## src/rtl/ascon_perm_engine.sv

```systemverilog
// rtl/ascon_perm_engine.sv - self-sequencing Ascon p12/p8 permutation with begin/end XOR
module ascon_perm_engine #(
  parameter int UNROLL   = 1,
  parameter int ROUNDS_A = 12,
  parameter int ROUNDS_B = 8
) (
  input  logic         clock_i,
  input  logic         reset_i,
  input  logic         start_i,
  input  logic         mode_i,
  input  logic [319:0] state_i,
  input  logic         xor_b_en_i,
  input  logic [127:0] data_xor_b_i,
  input  logic [1:0]   xor_e_mode_i,
  input  logic [127:0] data_xor_e_i,
  output logic [319:0] state_o,
  output logic         busy_o,
  output logic         done_o
);

  localparam logic [0:0] S_IDLE = 1'b0;
  localparam logic [0:0] S_RUN  = 1'b1;

  // Round indices run up to 11; reaching 12 means the last group was just applied.
  localparam logic [3:0] R_END   = 4'd12;
  localparam logic [3:0] R_BEG_A = 4'(12 - ROUNDS_A);
  localparam logic [3:0] R_BEG_B = 4'(12 - ROUNDS_B);
  localparam logic [3:0] R_STEP  = 4'(UNROLL);

  if (!(UNROLL == 1 || UNROLL == 2 || UNROLL == 4)) begin : g_bad_unroll
    $error("ascon_perm_engine: UNROLL must be 1, 2 or 4");
  end
  if ((ROUNDS_A % UNROLL) != 0 || (ROUNDS_B % UNROLL) != 0 ||
      ROUNDS_A < 1 || ROUNDS_A > 12 || ROUNDS_B < 1 || ROUNDS_B > 12) begin : g_bad_rounds
    $error("ascon_perm_engine: round counts must be 1..12 and divisible by UNROLL");
  end

  function automatic logic [63:0] ror64(input logic [63:0] x, input int n);
    return (x >> n) | (x << (64 - n));
  endfunction

  // One Ascon round: constant addition, bit-sliced S-box, linear diffusion.
  function automatic logic [319:0] ascon_round(input logic [319:0] s, input logic [3:0] r);
    logic [63:0] x0, x1, x2, x3, x4;
    logic [63:0] t0, t1, t2, t3, t4;
    logic [7:0]  rc;
    x0 = s[319:256];
    x1 = s[255:192];
    x2 = s[191:128];
    x3 = s[127:64];
    x4 = s[63:0];
    rc = {4'd15 - r, r};
    x2 = x2 ^ {56'd0, rc};
    x0 = x0 ^ x4;
    x4 = x4 ^ x3;
    x2 = x2 ^ x1;
    t0 = ~x0 & x1;
    t1 = ~x1 & x2;
    t2 = ~x2 & x3;
    t3 = ~x3 & x4;
    t4 = ~x4 & x0;
    x0 = x0 ^ t1;
    x1 = x1 ^ t2;
    x2 = x2 ^ t3;
    x3 = x3 ^ t4;
    x4 = x4 ^ t0;
    x1 = x1 ^ x0;
    x0 = x0 ^ x4;
    x3 = x3 ^ x2;
    x2 = ~x2;
    x0 = x0 ^ ror64(x0, 19) ^ ror64(x0, 28);
    x1 = x1 ^ ror64(x1, 61) ^ ror64(x1, 39);
    x2 = x2 ^ ror64(x2, 1)  ^ ror64(x2, 6);
    x3 = x3 ^ ror64(x3, 10) ^ ror64(x3, 17);
    x4 = x4 ^ ror64(x4, 7)  ^ ror64(x4, 41);
    return {x0, x1, x2, x3, x4};
  endfunction

  logic [0:0]   fsm;
  logic [3:0]   rnd_cnt;
  logic [319:0] st_q;
  logic [1:0]   xe_mode_q;
  logic [127:0] xe_data_q;
  logic         done_q;

  logic         launch;
  logic         last_grp;
  logic [3:0]   r_base;
  logic [3:0]   r_next;
  logic [319:0] s_in;
  logic [319:0] s_rnd;
  logic [319:0] s_end;
  logic [1:0]   e_mode;
  logic [127:0] e_data;

  // Next-state datapath: pick fresh input on launch, else the register, then UNROLL rounds and end-XOR.
  always_comb begin
    launch   = (fsm == S_IDLE) && start_i;
    r_base   = launch ? (mode_i ? R_BEG_B : R_BEG_A) : rnd_cnt;
    s_in     = launch ? (state_i ^ (xor_b_en_i ? {data_xor_b_i, 192'd0} : 320'd0)) : st_q;
    s_rnd    = s_in;
    for (int i = 0; i < UNROLL; i++) begin
      s_rnd = ascon_round(s_rnd, r_base + 4'(i));
    end
    r_next   = r_base + R_STEP;
    last_grp = (r_next == R_END);
    e_mode   = launch ? xor_e_mode_i : xe_mode_q;
    e_data   = launch ? data_xor_e_i : xe_data_q;
    s_end    = s_rnd;
    if (e_mode[0]) begin
      s_end[127:0] = s_end[127:0] ^ e_data;
    end
    if (e_mode[1]) begin
      s_end[0] = ~s_end[0];
    end
  end

  // Sequencer: advance one round group per clock, finish with end-XOR and a done pulse.
  always_ff @(posedge clock_i or posedge reset_i) begin
    if (reset_i) begin
      fsm       <= S_IDLE;
      rnd_cnt   <= 4'd0;
      st_q      <= 320'd0;
      xe_mode_q <= 2'b00;
      xe_data_q <= 128'd0;
      done_q    <= 1'b0;
    end else begin
      done_q <= 1'b0;
      if (launch || fsm == S_RUN) begin
        rnd_cnt <= r_next;
        if (last_grp) begin
          st_q   <= s_end;
          fsm    <= S_IDLE;
          done_q <= 1'b1;
        end else begin
          st_q <= s_rnd;
          fsm  <= S_RUN;
        end
      end
      if (launch) begin
        xe_mode_q <= xor_e_mode_i;
        xe_data_q <= data_xor_e_i;
      end
    end
  end

  assign state_o = st_q;
  assign busy_o  = (fsm == S_RUN);
  assign done_o  = done_q;

endmodule

```

## config.mk

```make
export PLATFORM = sky130hd
export DESIGN_NAME = ascon_perm_engine
export DESIGN_NICKNAME = d
export VERILOG_FILES = /design/src/rtl/ascon_perm_engine.sv
export SDC_FILE = /design/constraint.sdc
export NUM_CORES = 2
export LEC_CHECK = 0
export CORE_AREA = 10 10 343 345
export CTS_CLUSTER_DIAMETER = 200
export DETAILED_ROUTE_END_ITERATION = 7
export DIE_AREA = 0 0 353 355
export PLACE_DENSITY = 0.79
export RECOVER_POWER = 50
export SYNTH_ARGS = -nofsm -noshare
export SYNTH_HDL_FRONTEND = slang
export SYNTH_SLANG_ARGS = --single-unit
```

## constraint.sdc

```tcl
create_clock -name clock_i -period 14.3 [get_ports clock_i]
set_clock_uncertainty 0.05 [all_clocks]
set_input_delay 1.43 -clock clock_i [delete_from_list [all_inputs] [get_ports clock_i]]
set_output_delay 1.43 -clock clock_i [all_outputs]
set_load 0.01 [all_outputs]
```

== Word level (Yosys, flattened, before mapping) ==
Cells that the tools add are included.
Storage, ports and cells
  flip-flop bits (word level): 456
  output and inout port bits: 322
  input port bits: 583
Cells by class
  bitwise operators: 47
  multiplexer cells: 12
  $add $sub $neg: 2
  reduce and logical (&&, ||, !) cells: 2
  eq/ne operators: 1
Operators by type and width (count)
  bitwise XOR 64 bit: 21
  two-way mux 320 bit: 2
  two-way mux 128 bit: 3
  NOT 64 bit: 6
  AND 64 bit: 5
  bitwise XOR 320 bit: 1
  bitwise XOR 128 bit: 1
  bitwise OR 23 x 64 -> 64 bit: 1
  bitwise OR 25 x 64 -> 64 bit: 1
  bitwise OR 3 x 64 -> 64 bit: 1
  bitwise OR 36 x 64 -> 64 bit: 1
  bitwise OR 45 x 64 -> 64 bit: 1
  bitwise OR 47 x 64 -> 64 bit: 1
  bitwise OR 54 x 64 -> 64 bit: 1
  bitwise OR 57 x 64 -> 64 bit: 1
  bitwise OR 58 x 64 -> 64 bit: 1
  bitwise OR 63 x 64 -> 64 bit: 1
  bitwise XOR 64 x 8 -> 64 bit: 1
  adder 4 x 1 -> 4 bit (second input constant): 1
  == test 4 bit (second input constant): 1
  two-way mux 1 bit: 4
  two-way mux 4 bit: 1
  subtractor 4 bit (first input constant): 1
  two-way mux 3 bit: 1
  other kinds (4): 5

== Longest topological paths before layout ==
  depth in word-level cells: 16
  depth in mapped cells: 22

== Worst setup path before layout ==
Ideal clock, no wire load.
  path kind: input -> register
  start point: input start_i
  end point: register st_q[100], in the netlist state_o[100]
  setup time: 0.137 ns
  buffers on the path: 10
  slack: 9.538 ns
  stages on the path: 21
  arrival time: 4.575 ns
  path through: nand2b_4 buf_6 buf_6 buf_2 buf_4 buf_2 buf_2 buf_2 and2_1 ha_1 a21oi_1 mux2_2 a21o_1 and4_1 buf_2 buf_2 buf_2 nand2_1 xnor2_1 xnor2_1 a21oi_1
On the way
  longest elaborated chain between the ends: 13
RTL lines
  from (decl): line 9  | input logic start_i,
  logical AND 1 bit *: line 98  | launch = (fsm == S_IDLE) && start_i;
  two-way mux 320 bit: line 100  | s_in = launch ? (state_i ^ (xor_b_en_i ? {data_xor_b_i, 192'd0} : 320'd0)) : st_q;
  bitwise XOR 64 bit: line 55  | x4 = x4 ^ x3;
  NOT 64 bit: line 61  | t4 = ~x4 & x0;
  AND 64 bit: line 61
  bitwise XOR 64 bit: line 65  | x3 = x3 ^ t4;
  bitwise XOR 64 bit: line 69  | x3 = x3 ^ x2;
  bitwise OR 54 x 64 -> 64 bit: line 39  | return (x >> n) | (x << (64 - n));
  bitwise XOR 64 bit (2 in series): line 74  | x3 = x3 ^ ror64(x3, 10) ^ ror64(x3, 17);
  bitwise XOR 128 bit: line 111  | s_end[127:0] = s_end[127:0] ^ e_data;
  two-way mux 128 bit: line 110  | if (e_mode[0]) begin
  two-way mux 128 bit: line 131  | if (last_grp) begin
  to (signal assigned): line 132  | st_q <= s_end;
  to (signal assigned): line 136  | st_q <= s_rnd;
  to (decl): line 81  | logic [319:0] st_q;
Every way passes the cells marked *; elsewhere a longest branch is shown, timed or not.
A chain may end at the register's enable or synchronous reset.

==> flow_summary.toml <==
[clock_network]
cts_buffers = 55
clockBufferDepth = 3
holdBufCountCts = 0
cts_root_buffer = "clkbuf_16"
ctsResizeCount = 0
clock-sinks = 456
htreeDepth = 2
cts_setup_buffers = 0
cts_tree = "built"
clk_transition_reported_paths_ns = 0.06
insertion_delay_ns = 0.65

[worst_setup_path]
crit_path_start_kind = "input port"
r2r_cells = 12
worstReg2RegEnd = "state_o[85]"
cp_max_fo = 122
rr_startpoint = "busy_o"
cp.required_ns = 13.94
critPathCaptureType = "asynchronous set/reset pin"
arrival_ns = 8.87
criticalPathCategory = "in2async"
crit_path_cell_trace = "dlygate4sd3_1 -> clkinvlp_2 -> clkbuf_1"
cp_top_family = "buffers and inverters"
r2r_slack_ns = 5.89
slowest_stage = "clkinvlp_2"
cpPeakStageDelay_ns = 3.41
crit_buf_inv = 3

[floorplan]
dieArea_sq_um = 125000
io_pins = 905
coreArea_sq_um = 110000
start_util_pct = 39.9
die-width_um = 353
dieHeight_um = 355
num_rows = 122

[global_routing]
antenna_found_initial = 30
grt_remaining_overflow = 0
grt_max_degree = 179
grt_pass1_vias = 41400
grt_pass1_wl_um = 322000
grt_usage_pct = 35.8

[routing]
detail_route.first_pass.iterations = 6
wl_per_cell_um = 31.1
wirelength_um = 235000
antenna_left = 0
drc = 0
vias = 42600
detail_route.vias_per_cell = 5.62
drt-initial-drc-count = 4973

[finish]
layout.nets = 6741
layout-drive-gt1-share_pct = 5.20
layout-area-overhead-vs-synth_pct = 28.0

[outcome]
status = "finished with violations"
violations = "max-capacitance violations, max-slew violations"

[hold_path]
holdCritStartpoint = "xe_data_q[26]"
holdPathStages = 2
min_path_type = "reg2reg"
holdPathEnd = "xe_data_q[26]"

[synthesis]
avgSynthCellArea_sq_um = 8.42
ys_seq_elements = 456
yosysSeqAreaShare_pct = 25.9
synthArstFlopShare_pct = 100
synth_edf_count = 0
synth_top_cell_area_share_pct = 25.9
synthCells = 5233
yosysMostFrequentCell = "xnor2_1"
yosysUniqueCellTypes = 64
synth_flop_cell = "dfrtp_1"
yosys-top-cells-area = "dfrtp_1, xnor2_1, nand2_1, ha_1, a21oi_1"
yosysTopAreaCell = "dfrtp_1"
synth_warnings = 0
synth_common_cells = "xnor2_1, nand2_1, dfrtp_1"
syn_area_sq_um = 44100
synth_fp_nets = 5946

[timing]
slew-limit-headroom_pct = -317
hold_violations = 0
fmax_ghz = 0.108
hold_ws_ns = 0.424
min_period_over_period_pct = 64.6
worstMarginPinSlew_ns = 6.26
maxSlewViolCount = 543
period_minus_slack_ns = 9.23
finalSetupTns_ns = 0
setup_viol = 0
rsz0062_at_grt = "false"

[placement]
gp_congestion = 1.04
hpwl_um = 196000
port-buffer-count = 904

[run]
cap_violations = 8
[how the worst max path moves through the flow]
stage          startpoint  cells past startpoint  slack, ns           end
2_1_floorplan     reset_i                      1       0.11        busy_o
3_3_place_gp      start_i                     13       7.35   state_o[85]
6_report          reset_i                      3       5.07  state_o[307]
3_5_place_dp      start_i                     13       7.31   state_o[85]
5_1_grt           reset_i                      3       3.88   state_o[51]
4_1_cts           start_i                     13       7.97   state_o[85]
[state kept, by name, indices dropped and copies added (netlist names)]
register   count
rnd_cnt        4
busy_o         1
xe_data_q    128
xe_mode_q      2
state_o      320
done_o         1
[cell type report]
| type | instances | area, sq um |
|---|---|---|
| Sequential cell | 456 | 11400 |
| Clock buffer | 73 | 1570 |
| Tap cell | 1488 | 1860 |
| Fill cell | 10400 | 54000 |
| Timing Repair Buffer | 980 | 9650 |
| Inverter | 185 | 696 |
| Antenna cell | 20 | 50.0 |
| Clock inverter | 29 | 332 |
| Multi-Input combinational cell | 4350 | 30800 |
[per-layer routing]
| layer | GRT usage [%] | up-vias | share of wire [%] | wire length, um |
|---|---|---|---|---|
| met4 | 23.0 | 16 | 7.8 | 18300 |
| li1 | - | 18700 | - | - |
| met3 | 11.0 | 644 | 11 | 25700 |
| met1 | 41.6 | 20700 | 37 | 86100 |
| met5 | 0 | - | 0.034 | 81 |
| met2 | 57.1 | 2512 | 45 | 105000 |
[per-stage QoR]
step	area [sq um]	worst slack [ns]	std cells	utilization [%]
2_1_floorplan	44100	0.108	5233	-
3_3_place_gp	54500	7.35	7459	49.4
3_5_place_dp	54500	7.31	7459	49.4
4_1_cts	56400	7.97	7561	51.1
5_1_grt	56400	3.88	7573	51.1
6_report	56400	5.07	7581	51.1
[cell usage in the layout, fill, tap and decap left out, types with 27 or more instances in the layout]
| master | n |
|---|---|
| a21boi_0 | 30 |
| a21o_1 | 27 |
| a21oi_1 | 315 |
| and2_1 | 48 |
| and3b_1 | 56 |
| buf_4 | 66 |
| clkbuf_16 | 56 |
| clkdlybuf4s50_1 | 579 |
| dfrtp_1 | 456 |
| dlygate4sd3_1 | 324 |
| ha_1 | 130 |
| inv_1 | 184 |
| maj3_1 | 114 |
| mux2i_1 | 137 |
| nand2_1 | 978 |
| nor2_1 | 380 |
| o21ai_0 | 219 |
| o21ai_1 | 61 |
| o31ai_1 | 32 |
| o31ai_2 | 34 |
| or2_1 | 33 |
| xnor2_1 | 1199 |
| xnor3_1 | 35 |
| xor2_1 | 169 |
| xor2_2 | 37 |
[cells by family (layout without fill, tap and decap cells)]
family | count (synthesis) | in the layout | share of synthesized area, %
muxes | 139 | 139 | 3.16
adders and majority gates | 246 | 246 | 6.33
xor gates and xnor gates | 1492 | 1492 | 32.6
DFF | 456 | 456 | 25.9
AOI/OAI and AO/OA | 879 | 879 | 12.5
and+or+nand+nor | 1594 | 1594 | 15.2
other | 0 | 20 | 0
buffers and inverters | 427 | 1267 | 4.30
[tightest hold or removal path, cell delays in order (launching register included)]
cell and delay (ns):
dfrtp_1 0.34, nand2_1 0.05, nand2_1 0.05
Power is not shown: default switching activity piles up to over one toggle a cycle in this logic, so the estimate is an artifact.
